**src/rtl/div_wb_ctrl.sv**
```systemverilog
// Divide writeback controller: tracks one in-flight divide, stalls issue on hazards,
// merges divider results behind execute writeback. Optional watchdog: DIV_WB_TIMEOUT_EN.
module div_wb_ctrl #(
    parameter int TIMEOUT_CYCLES = 40
) (
    input  logic        clk_i,
    input  logic        rst_ni,
    input  logic        issue_valid_i,
    input  logic        issue_is_div_i,
    input  logic [4:0]  issue_rd_idx_i,
    input  logic [4:0]  issue_ra_idx_i,
    input  logic [4:0]  issue_rb_idx_i,
    output logic        issue_stall_o,
    input  logic        flush_i,
    input  logic        div_wb_valid_i,
    input  logic [31:0] div_wb_value_i,
    input  logic        exec_wb_valid_i,
    input  logic [4:0]  exec_wb_rd_i,
    input  logic [31:0] exec_wb_value_i,
    output logic        rf_wr_en_o,
    output logic [4:0]  rf_wr_idx_o,
    output logic [31:0] rf_wr_value_o,
    output logic        div_timeout_o
);

    typedef enum logic [1:0] {IDLE, PENDING, KILLED, BUFFERED} state_e;

    state_e      state_q, state_d;
    logic [4:0]  rd_q, rd_d;
    logic [31:0] buf_q, buf_d;
    logic        rd_match;
    logic        div_accept;
    logic        div_wr;
    logic [31:0] div_val;
    logic        timeout_hit;

    always_comb begin
        rd_match      = (rd_q != 5'd0) &&
                        ((rd_q == issue_ra_idx_i) || (rd_q == issue_rb_idx_i) ||
                         (rd_q == issue_rd_idx_i));
        // KILLED only blocks a new divide; its result never reaches the register file
        issue_stall_o = issue_valid_i &&
                        ((issue_is_div_i && (state_q != IDLE)) ||
                         (((state_q == PENDING) || (state_q == BUFFERED)) && rd_match));
        div_accept    = issue_valid_i && issue_is_div_i && !issue_stall_o;
    end

`ifdef DIV_WB_TIMEOUT_EN
    logic [5:0] cnt_q, cnt_d;
    logic       timeout_q, timeout_d;

    always_comb begin
        cnt_d       = cnt_q;
        timeout_d   = timeout_q;
        timeout_hit = 1'b0;
        if (div_accept) begin
            cnt_d = 6'd0;
        end else if ((state_q == PENDING) || (state_q == KILLED)) begin
            cnt_d = (cnt_q == 6'd63) ? cnt_q : cnt_q + 6'd1;
            if (cnt_d == 6'(TIMEOUT_CYCLES)) begin
                timeout_hit = 1'b1;
                timeout_d   = 1'b1;
            end
        end
    end

    always_ff @(posedge clk_i or negedge rst_ni) begin
        if (!rst_ni) begin
            cnt_q     <= 6'd0;
            timeout_q <= 1'b0;
        end else begin
            cnt_q     <= cnt_d;
            timeout_q <= timeout_d;
        end
    end

    assign div_timeout_o = timeout_q;
`else
    assign timeout_hit   = 1'b0;
    assign div_timeout_o = 1'b0;
`endif

    always_comb begin
        state_d = state_q;
        rd_d    = rd_q;
        buf_d   = buf_q;
        div_wr  = 1'b0;
        div_val = 32'd0;
        case (state_q)
            IDLE: begin
                if (div_accept) begin
                    rd_d    = issue_rd_idx_i;
                    state_d = flush_i ? KILLED : PENDING;
                end
            end
            PENDING: begin
                if (flush_i) begin
                    state_d = div_wb_valid_i ? IDLE : KILLED;
                end else if (div_wb_valid_i) begin
                    if (exec_wb_valid_i) begin
                        buf_d   = div_wb_value_i;
                        state_d = BUFFERED;
                    end else begin
                        div_wr  = 1'b1;
                        div_val = div_wb_value_i;
                        state_d = IDLE;
                    end
                end
            end
            KILLED: begin
                if (div_wb_valid_i) state_d = IDLE;
            end
            BUFFERED: begin
                if (flush_i) begin
                    state_d = IDLE;
                end else if (!exec_wb_valid_i) begin
                    div_wr  = 1'b1;
                    div_val = buf_q;
                    state_d = IDLE;
                end
            end
            default: state_d = IDLE;
        endcase
        if (timeout_hit) state_d = IDLE;
    end

    always_ff @(posedge clk_i or negedge rst_ni) begin
        if (!rst_ni) begin
            state_q <= IDLE;
            rd_q    <= 5'd0;
            buf_q   <= 32'd0;
        end else begin
            state_q <= state_d;
            rd_q    <= rd_d;
            buf_q   <= buf_d;
        end
    end

    // Execute owns the port when active; a divide write to x0 is swallowed entirely
    always_comb begin
        rf_wr_en_o    = 1'b0;
        rf_wr_idx_o   = 5'd0;
        rf_wr_value_o = 32'd0;
        if (exec_wb_valid_i) begin
            rf_wr_en_o    = 1'b1;
            rf_wr_idx_o   = exec_wb_rd_i;
            rf_wr_value_o = exec_wb_value_i;
        end else if (div_wr && (rd_q != 5'd0)) begin
            rf_wr_en_o    = 1'b1;
            rf_wr_idx_o   = rd_q;
            rf_wr_value_o = div_val;
        end
    end

endmodule

```
**config.mk**
```make
export PLATFORM = sky130hd
export DESIGN_NAME = div_wb_ctrl
export DESIGN_NICKNAME = d
export VERILOG_FILES = /design/src/rtl/div_wb_ctrl.sv
export SDC_FILE = /design/constraint.sdc
export NUM_CORES = 1
export LEC_CHECK = 0
export CORE_UTILIZATION = 45
export CTS_BUF_LIST = sky130_fd_sc_hd__clkbuf_2 sky130_fd_sc_hd__clkbuf_4 sky130_fd_sc_hd__clkbuf_8
export CTS_CLUSTER_DIAMETER = 60
export DETAILED_ROUTE_END_ITERATION = 10
export PLACE_DENSITY = 0.89
export SYNTH_ARGS = -nofsm -noshare
export SYNTH_HDL_FRONTEND = slang
export SYNTH_SLANG_ARGS = --single-unit
export TNS_END_PERCENT = 50
```
**constraint.sdc**
```tcl
create_clock -name clk_i -period 6 [get_ports clk_i]
set_clock_uncertainty 0.2 [all_clocks]
set_input_delay 0.9 -clock clk_i [delete_from_list [all_inputs] [get_ports clk_i]]
set_output_delay 0.9 -clock clk_i [all_outputs]
set_load 0.1 [all_outputs]
```
==> run_summary.xml, run 1 <==
<?xml version="1.0" encoding="UTF-8"?>
<metrics>
  <group name="worst_setup_path">
    <metric name="cp-start-kind" unit="">input pin</metric>
    <metric name="worstPathMaxFanout" unit="">32</metric>
    <metric name="worst-setup-path-type" unit="">in -&gt; out</metric>
    <metric name="worst_path_dominant_cell_family" unit="">buffers and inverters</metric>
    <metric name="path_cells" unit="">clkdlybuf4s50_1 -&gt; inv_1 -&gt; and3_1 -&gt; a22oi_1 -&gt; o21ai_1 -&gt; buf_4</metric>
    <metric name="critical_path.endpoint_type" unit="">output pin</metric>
    <metric name="worst-endpoint-arrival" unit="ns">3.33</metric>
    <metric name="path_buf_inv" unit="">3</metric>
    <metric name="cpMaxStageDelayCell" unit="">sky130_fd_sc_hd__and3_1</metric>
    <metric name="slowest_stage_delay_cp" unit="ns">0.97</metric>
    <metric name="crit_required" unit="ns">4.90</metric>
  </group>
  <group name="synthesis">
    <metric name="yosys.area_share.xor_xnor" unit="">0.0514</metric>
    <metric name="synth_edf_count" unit="">0</metric>
    <metric name="synth_top_area_frac" unit="">0.382</metric>
    <metric name="post-synth-top-area-cell" unit="">sky130_fd_sc_hd__dfrtp_1</metric>
    <metric name="synth_simple_gate_area_share" unit="">0.0951</metric>
    <metric name="synthAdderAreaFrac" unit="">0</metric>
    <metric name="warning_count_from_the_yosys_run" unit="">0</metric>
    <metric name="synth_ff_type" unit="">sky130_fd_sc_hd__dfrtp_1</metric>
    <metric name="syn-num-nets" unit="">338</metric>
    <metric name="synth-async-reset-ratio" unit="">1.00</metric>
    <metric name="flop_and_latch_count_out_of_synthesis" unit="">39</metric>
    <metric name="main_combinational_cell_family_by_area_after_synthesis" unit="">compound AO/OA/AOI/OAI gates</metric>
    <metric name="yosys-mux-area-fraction" unit="">0.163</metric>
    <metric name="syn_area_per_cell" unit="sq um">10.3</metric>
    <metric name="synth-seq-area-share" unit="">0.382</metric>
    <metric name="synth_commonest_cells" unit="">39 x sky130_fd_sc_hd__dfrtp_1, 34 x sky130_fd_sc_hd__nand2_1, 32 x sky130_fd_sc_hd__a22oi_1, 30 x sky130_fd_sc_hd__o21ai_2, 29 x sky130_fd_sc_hd__mux2_2</metric>
    <metric name="ys_top_cells_by_area" unit="">sky130_fd_sc_hd__dfrtp_1 38%, sky130_fd_sc_hd__mux2_2 13%, sky130_fd_sc_hd__o21ai_2 10%</metric>
    <metric name="synth-compound-area-share" unit="">0.248</metric>
    <metric name="syn-cell-area" unit="sq um">2550</metric>
    <metric name="netlist-cell-type-count" unit="">36</metric>
    <metric name="syn-instance-count" unit="">247</metric>
    <metric name="yosys.cell_count.top_type" unit="">sky130_fd_sc_hd__dfrtp_1</metric>
  </group>
  <group name="global_route">
    <metric name="antenna_violations_before_repair" unit="">0</metric>
    <metric name="gr-total-overflow" unit="">0</metric>
    <metric name="via_count_of_the_first_global_routing_pass" unit="">2217</metric>
    <metric name="grt_first_pass_wirelength" unit="um">10600</metric>
    <metric name="grt_use_total" unit="">0.221</metric>
    <metric name="grt_start_max_net_pins" unit="">42</metric>
  </group>
  <group name="sta">
    <metric name="max_slew_margin" unit="">0.195</metric>
    <metric name="final.min_clock_period" unit="ns">4.43</metric>
    <metric name="timing.final.max_slew_violations" unit="">0</metric>
    <metric name="final.hold.worst_slack" unit="ns">0.298</metric>
    <metric name="worst_pin_slew" unit="ns">1.21</metric>
    <metric name="hold_viol_final" unit="">0</metric>
    <metric name="timing.setup.tns" unit="ns">0</metric>
    <metric name="max_freq" unit="GHz">0.226</metric>
    <metric name="grt_setup_unrepaired" unit="">false</metric>
    <metric name="report.final.setup_viol" unit="">0</metric>
    <metric name="post-route-period-util" unit="">0.739</metric>
  </group>
  <group name="cts">
    <metric name="clock-root-buffer" unit="">sky130_fd_sc_hd__clkbuf_8</metric>
    <metric name="numClockSinks" unit="">39</metric>
    <metric name="tritoncts" unit="">yes</metric>
    <metric name="clock_insertion_delay_worst_skew" unit="ns">0.28</metric>
    <metric name="cts_buffers" unit="">5</metric>
    <metric name="postCtsSetupBuffers" unit="">0</metric>
    <metric name="post_cts_gate_resize_count" unit="">0</metric>
    <metric name="clock_tree.buffer_depth" unit="">2</metric>
    <metric name="post_cts_hold_buffers" unit="">0</metric>
    <metric name="htreeDepth" unit="">2</metric>
    <metric name="register_clock_pin_slew_on_the_reported_worst_setup_and_hold_paths" unit="ns">0.07</metric>
  </group>
  <group name="final_layout">
    <metric name="n_antenna_cell" unit="">0</metric>
    <metric name="drive_above_1_share" unit="">0.321</metric>
    <metric name="final.fill_count" unit="">426</metric>
    <metric name="combined_area_of_the_multi_input_logic_cells" unit="sq um">1440</metric>
    <metric name="areaGrowthSynthToFinish" unit="%">50.0</metric>
    <metric name="nNetsFinal" unit="">451</metric>
    <metric name="seq_area" unit="sq um">976</metric>
  </group>
  <group name="floorplanning">
    <metric name="fp-row-count" unit="">27</metric>
    <metric name="initial_utilization" unit="">0.467</metric>
    <metric name="fp.coreArea" unit="sq um">5470</metric>
    <metric name="die_w" unit="um">77.3</metric>
    <metric name="pin_count" unit="">131</metric>
    <metric name="die_y" unit="um">77.3</metric>
    <metric name="design.die.area" unit="sq um">5980</metric>
  </group>
  <group name="placed_design">
    <metric name="port_buffers" unit="">129</metric>
    <metric name="gp_congestion" unit="">0.806</metric>
    <metric name="dpl.hpwl" unit="um">4800</metric>
  </group>
  <group name="routing">
    <metric name="route.antenna.remaining_nets" unit="">0</metric>
    <metric name="via_count" unit="">2324</metric>
    <metric name="drt_first_pass_iters" unit="">4</metric>
    <metric name="drc" unit="">0</metric>
    <metric name="vias_per_cell" unit="">5.37</metric>
    <metric name="wire_per_inst" unit="um">15.0</metric>
    <metric name="drt-total-wl" unit="um">6500</metric>
    <metric name="drt_iter0_markers" unit="">61</metric>
  </group>
  <group name="power">
    <metric name="power.density" unit="nW/um^2">227</metric>
    <metric name="vdd_drop_max" unit="mV">0.141</metric>
    <metric name="p_leak" unit="uW">0.00163</metric>
  </group>
  <group name="status">
    <metric name="status" unit="">completed</metric>
  </group>
  <group name="min_path">
    <metric name="hold_class" unit="">reg -&gt; reg</metric>
  </group>
  <group name="run">
    <metric name="cap_viol_max_count" unit="">0</metric>
  </group>
</metrics>
[placed cells by master, fill, tap and decap left out, drive strengths merged]
| master | count |
|---|---|
| clkdlybuf4s50 | 90 |
| buf | 42 |
| dfrtp | 39 |
| mux2 | 37 |
| nand2 | 35 |
| o21ai | 35 |
| a22oi | 32 |
| xor2 | 9 |
| clkbuf | 7 |
| xnor2 | 6 |
| a22o | 5 |
| nor3 | 4 |
| nand3 | 2 |
| a31oi | 2 |
| nor2b | 2 |
| nor2 | 1 |
| nor4b | 1 |
| or4 | 1 |
| inv | 1 |
| and3 | 1 |
| nor4bb | 1 |
| a21bo | 1 |
| nand2b | 1 |
| a21boi | 1 |
| o21bai | 1 |
| o32ai | 1 |
| a21oi | 1 |
| conb | 1 |
| clkinvlp | 1 |
[power by group]
| part | internal (uW) | switching [uW] | leakage [uW] |
|---|---|---|---|
| Combinational | 139 | 178 | 0.00106 |
| Sequential | 313 | 46.7 | 0.000516 |
| Clock | 104 | 86.8 | 0.0000505 |
[cell type report]
class | count | area share
clock buffers | 7 | 0.0251
multi-input cells | 181 | 0.377
repair buffers | 132 | 0.317
clock inverters | 1 | 0.00196
inverters | 1 | 0.000980
well taps | 72 | 0.0235
flip-flops and latches | 39 | 0.255
[path summary, 6_finish.rpt]
kind	slack, ns	start	depth (start not counted)	end
max	1.57	flush_i	6	rf_wr_value_o[0]
min reg2reg	0.30	buf_q[0]	1	buf_q[0]
min	0.30	buf_q[0]	1	buf_q[0]
max in group asynchronous	4.55	rst_ni	1	rd_q[1]
min in group asynchronous	0.52	rst_ni	1	buf_q[29]
max reg2reg	3.48	state_q[0]	4	buf_q[28]
[metrics by stage]
stage          power, uW  std cells  area [sq um]   util  worst slack, ns
2_1_floorplan        577        247          2550      -             1.92
3_3_place_gp         673        425          3730  0.681             1.59
3_5_place_dp         683        425          3730  0.681             1.54
4_1_cts              875        433          3830  0.700             1.54
5_1_grt              914        433          3830  0.700             1.35
6_report             868        433          3830  0.700             1.57
[cells by family (layout without fill, tap and decap cells)]
| logic type | count (synthesis) | count (layout) |
|---|---|---|
| simple gates | 49 | 49 |
| flops | 39 | 39 |
| buf+inv | 27 | 141 |
| xor+xnor | 15 | 15 |
| compound gates | 79 | 79 |
| mux | 37 | 37 |
| other cells | 1 | 1 |
[flip-flops by register name (all words and copies together) (netlist names)]
register  cells
state_q       2
buf_q        32
rd_q          5
[routing by layer]
layer	routed length, um	part of all wire	track usage
met3	395	0.061	0.0494
met4	106	0.016	0.0717
met2	3270	0.50	0.391
met5	0	0	0
met1	2720	0.42	0.264
Power figures use the tool's default switching activity.
==> run 2, diff against run 1 <==
--- a/config.mk
+++ b/config.mk
@@ -5,11 +5,11 @@
 export SDC_FILE = /design/constraint.sdc
 export NUM_CORES = 1
 export LEC_CHECK = 0
-export CORE_UTILIZATION = 45
+export CORE_UTILIZATION = 41
 export CTS_BUF_LIST = sky130_fd_sc_hd__clkbuf_2 sky130_fd_sc_hd__clkbuf_4 sky130_fd_sc_hd__clkbuf_8
 export CTS_CLUSTER_DIAMETER = 60
 export DETAILED_ROUTE_END_ITERATION = 10
-export PLACE_DENSITY = 0.89
+export PLACE_DENSITY = 0.82
 export SYNTH_ARGS = -nofsm -noshare
 export SYNTH_HDL_FRONTEND = slang
 export SYNTH_SLANG_ARGS = --single-unit
==> constraint.sdc (replaced) <==
create_clock -name clk_i -period 4.6 [get_ports clk_i]
set_clock_uncertainty 0.2 [all_clocks]
set_input_delay 0.69 -clock clk_i [delete_from_list [all_inputs] [get_ports clk_i]]
set_output_delay 0.69 -clock clk_i [all_outputs]
set_load 0.1 [all_outputs]
==> run 2 against run 1 <==
Net effect:
- utilization is 0.84 points higher
- sequential power grew 30%
- worst hold slack got worse by 0.0011 ns
- register-to-register slack got worse by 1.3 ns
- critical path depth stayed put
- critical endpoint is now rf_wr_value_o[28]
- largest power group unchanged
==> run_summary.xml, run 2 (synthesis gave the netlist of run 1 again) <==
<?xml version="1.0" encoding="UTF-8"?>
<metrics>
  <group name="status">
    <metric name="status" unit="">completed</metric>
  </group>
  <group name="placed_design">
    <metric name="port_buffers" unit="">129</metric>
    <metric name="post_dp_cell_area" unit="sq um">4130</metric>
    <metric name="dpl.hpwl" unit="um">5070</metric>
    <metric name="place_ws" unit="ns">0.600</metric>
    <metric name="gp_congestion" unit="">0.779</metric>
  </group>
  <group name="routing">
    <metric name="vias_per_cell" unit="">5.36</metric>
    <metric name="route.antenna.remaining_nets" unit="">0</metric>
    <metric name="wire_per_inst" unit="um">15.9</metric>
    <metric name="drt_iter0_markers" unit="">91</metric>
    <metric name="via_count" unit="">2336</metric>
    <metric name="drc" unit="">0</metric>
    <metric name="drt-total-wl" unit="um">6920</metric>
    <metric name="drt_first_pass_iters" unit="">4</metric>
  </group>
  <group name="cts">
    <metric name="htreeDepth" unit="">2</metric>
    <metric name="post_cts_gate_resize_count" unit="">0</metric>
    <metric name="clock_tree.buffer_depth" unit="">2</metric>
    <metric name="post_cts_hold_buffers" unit="">0</metric>
    <metric name="clock-root-buffer" unit="">sky130_fd_sc_hd__clkbuf_8</metric>
    <metric name="postCtsSetupBuffers" unit="">0</metric>
    <metric name="clock_insertion_delay_worst_skew" unit="ns">0.28</metric>
    <metric name="cts_buffers" unit="">5</metric>
    <metric name="tritoncts" unit="">yes</metric>
    <metric name="numClockSinks" unit="">39</metric>
    <metric name="register_clock_pin_slew_on_the_reported_worst_setup_and_hold_paths" unit="ns">0.07</metric>
  </group>
  <group name="sta">
    <metric name="final.min_clock_period" unit="ns">3.97</metric>
    <metric name="worst_pin_slew" unit="ns">1.22</metric>
    <metric name="finalWorstSetupSlack" unit="ns">0.632</metric>
    <metric name="grt_setup_unrepaired" unit="">false</metric>
    <metric name="report.final.setup_viol" unit="">0</metric>
    <metric name="hold_viol_final" unit="">0</metric>
    <metric name="timing.setup.tns" unit="ns">0</metric>
    <metric name="post-route-period-util" unit="">0.863</metric>
    <metric name="timing.final.max_slew_violations" unit="">0</metric>
    <metric name="max_freq" unit="GHz">0.252</metric>
    <metric name="max_slew_margin" unit="">0.189</metric>
  </group>
  <group name="floorplanning">
    <metric name="fp-row-count" unit="">28</metric>
    <metric name="fp.coreArea" unit="sq um">5960</metric>
    <metric name="die_w" unit="um">80.9</metric>
    <metric name="initial_utilization" unit="">0.429</metric>
    <metric name="pin_count" unit="">131</metric>
    <metric name="die_y" unit="um">80.9</metric>
    <metric name="design.die.area" unit="sq um">6550</metric>
  </group>
  <group name="final_layout">
    <metric name="drive_above_1_share" unit="">0.327</metric>
    <metric name="most-common-layout-cells" unit="">88 x sky130_fd_sc_hd__clkdlybuf4s50_1, 39 x sky130_fd_sc_hd__dfrtp_1, 34 x sky130_fd_sc_hd__nand2_1, 32 x sky130_fd_sc_hd__a22oi_1, 32 x sky130_fd_sc_hd__buf_12</metric>
    <metric name="final_common_cell" unit="">sky130_fd_sc_hd__clkdlybuf4s50_1</metric>
    <metric name="biggestRegsByFlops" unit="">buf_q x32, rd_q x5, state_q x2</metric>
    <metric name="fin_area" unit="sq um">4220</metric>
    <metric name="areaGrowthSynthToFinish" unit="%">65.2</metric>
    <metric name="largest_reg_flops" unit="">32</metric>
    <metric name="finalCoreUtilization" unit="">0.708</metric>
    <metric name="n_antenna_cell" unit="">0</metric>
    <metric name="combined_area_of_the_multi_input_logic_cells" unit="sq um">1440</metric>
    <metric name="final.fill_count" unit="">468</metric>
    <metric name="max_flop_register" unit="">buf_q</metric>
    <metric name="seq_area" unit="sq um">976</metric>
    <metric name="nNetsFinal" unit="">452</metric>
  </group>
  <group name="power">
    <metric name="post-layout-total-power" unit="uW">1160</metric>
    <metric name="vdd_drop_max" unit="mV">0.156</metric>
    <metric name="p_leak" unit="uW">0.00175</metric>
    <metric name="power.density" unit="nW/um^2">274</metric>
  </group>
  <group name="global_route">
    <metric name="grt_first_pass_wirelength" unit="um">11000</metric>
    <metric name="gr-total-overflow" unit="">0</metric>
    <metric name="antenna_violations_before_repair" unit="">0</metric>
    <metric name="grt_use_total" unit="">0.219</metric>
    <metric name="via_count_of_the_first_global_routing_pass" unit="">2334</metric>
    <metric name="grt_start_max_net_pins" unit="">42</metric>
  </group>
  <group name="worst_setup_path">
    <metric name="ff2ff_path_depth" unit="">4</metric>
    <metric name="cp-start-kind" unit="">input pin</metric>
    <metric name="worst-endpoint-arrival" unit="ns">3.08</metric>
    <metric name="cpMaxStageDelayCell" unit="">sky130_fd_sc_hd__and3_1</metric>
    <metric name="path_cells" unit="">clkdlybuf4s50_1 -&gt; inv_1 -&gt; and3_1 -&gt; a22oi_1 -&gt; o21ai_2 -&gt; buf_12</metric>
    <metric name="worstPathMaxFanout" unit="">32</metric>
    <metric name="slowest_stage_delay_cp" unit="ns">0.98</metric>
    <metric name="critical_path.endpoint_type" unit="">output pin</metric>
    <metric name="crit_required" unit="ns">3.71</metric>
    <metric name="worst-setup-path-type" unit="">in -&gt; out</metric>
  </group>
  <group name="min_path">
    <metric name="worstHoldPathCells" unit="">1</metric>
    <metric name="hold_class" unit="">reg -&gt; reg</metric>
  </group>
  <group name="run">
    <metric name="cap_viol_max_count" unit="">0</metric>
  </group>
</metrics>
run 2: cell types whose count changed in the layout (fill, tap and decap cells not counted), sizes merged:
cell / delta
clkinvlp: -1
clkbuf: -1
buf: +3
clkdlybuf4s50: -2
clkinv: +1
run 2: critical path, delay by kind of cell:
family | cells | cell delay, ns
AND/OR/NAND/NOR | 1 | 0.98
buffers and inverters | 3 | 0.87
AO/OA/AOI/OAI | 2 | 0.51
run 2: report_power, final:
| group | internal [uW] | switching [uW] |
|---|---|---|
| combinational | 217 | 239 |
| sequential | 408 | 60.9 |
| clock | 118 | 113 |
run 2: layout make-up:
cell class                 instances  area share
tap                               75      0.0222
multi-input combinational        181       0.342
clock buffer                       6      0.0196
sequential                        39       0.231
inverter                           1    0.000890
clock inverter                     1     0.00119
timing repair buffer             133       0.383
run 2: per-stage QoR:
stage | hold slack [ns] | instances
finish | 0.297 | 436
CTS | 0.301 | 436
detailed placement | 0.284 | 429
global route | 0.322 | 436
floorplan | 0.194 | 247
global placement | 0.274 | 429
run 2: layer usage:
metal,up-vias,GRT usage,share of wire
met3,6,0.0652,0.088
met2,90,0.396,0.51
met5,-,0,0
met4,0,0.0589,0.011
met1,1108,0.248,0.39
li1,1132,-,-
run 2: final timing paths:
path	start	end	slack, ns
max	flush_i	rf_wr_value_o[28]	0.63
min	buf_q[29]	buf_q[29]	0.30
max reg2reg	state_q[0]	buf_q[12]	2.22
min reg2reg	buf_q[29]	buf_q[29]	0.30
max in group asynchronous	rst_ni	buf_q[17]	3.32
min in group asynchronous	rst_ni	buf_q[13]	0.32
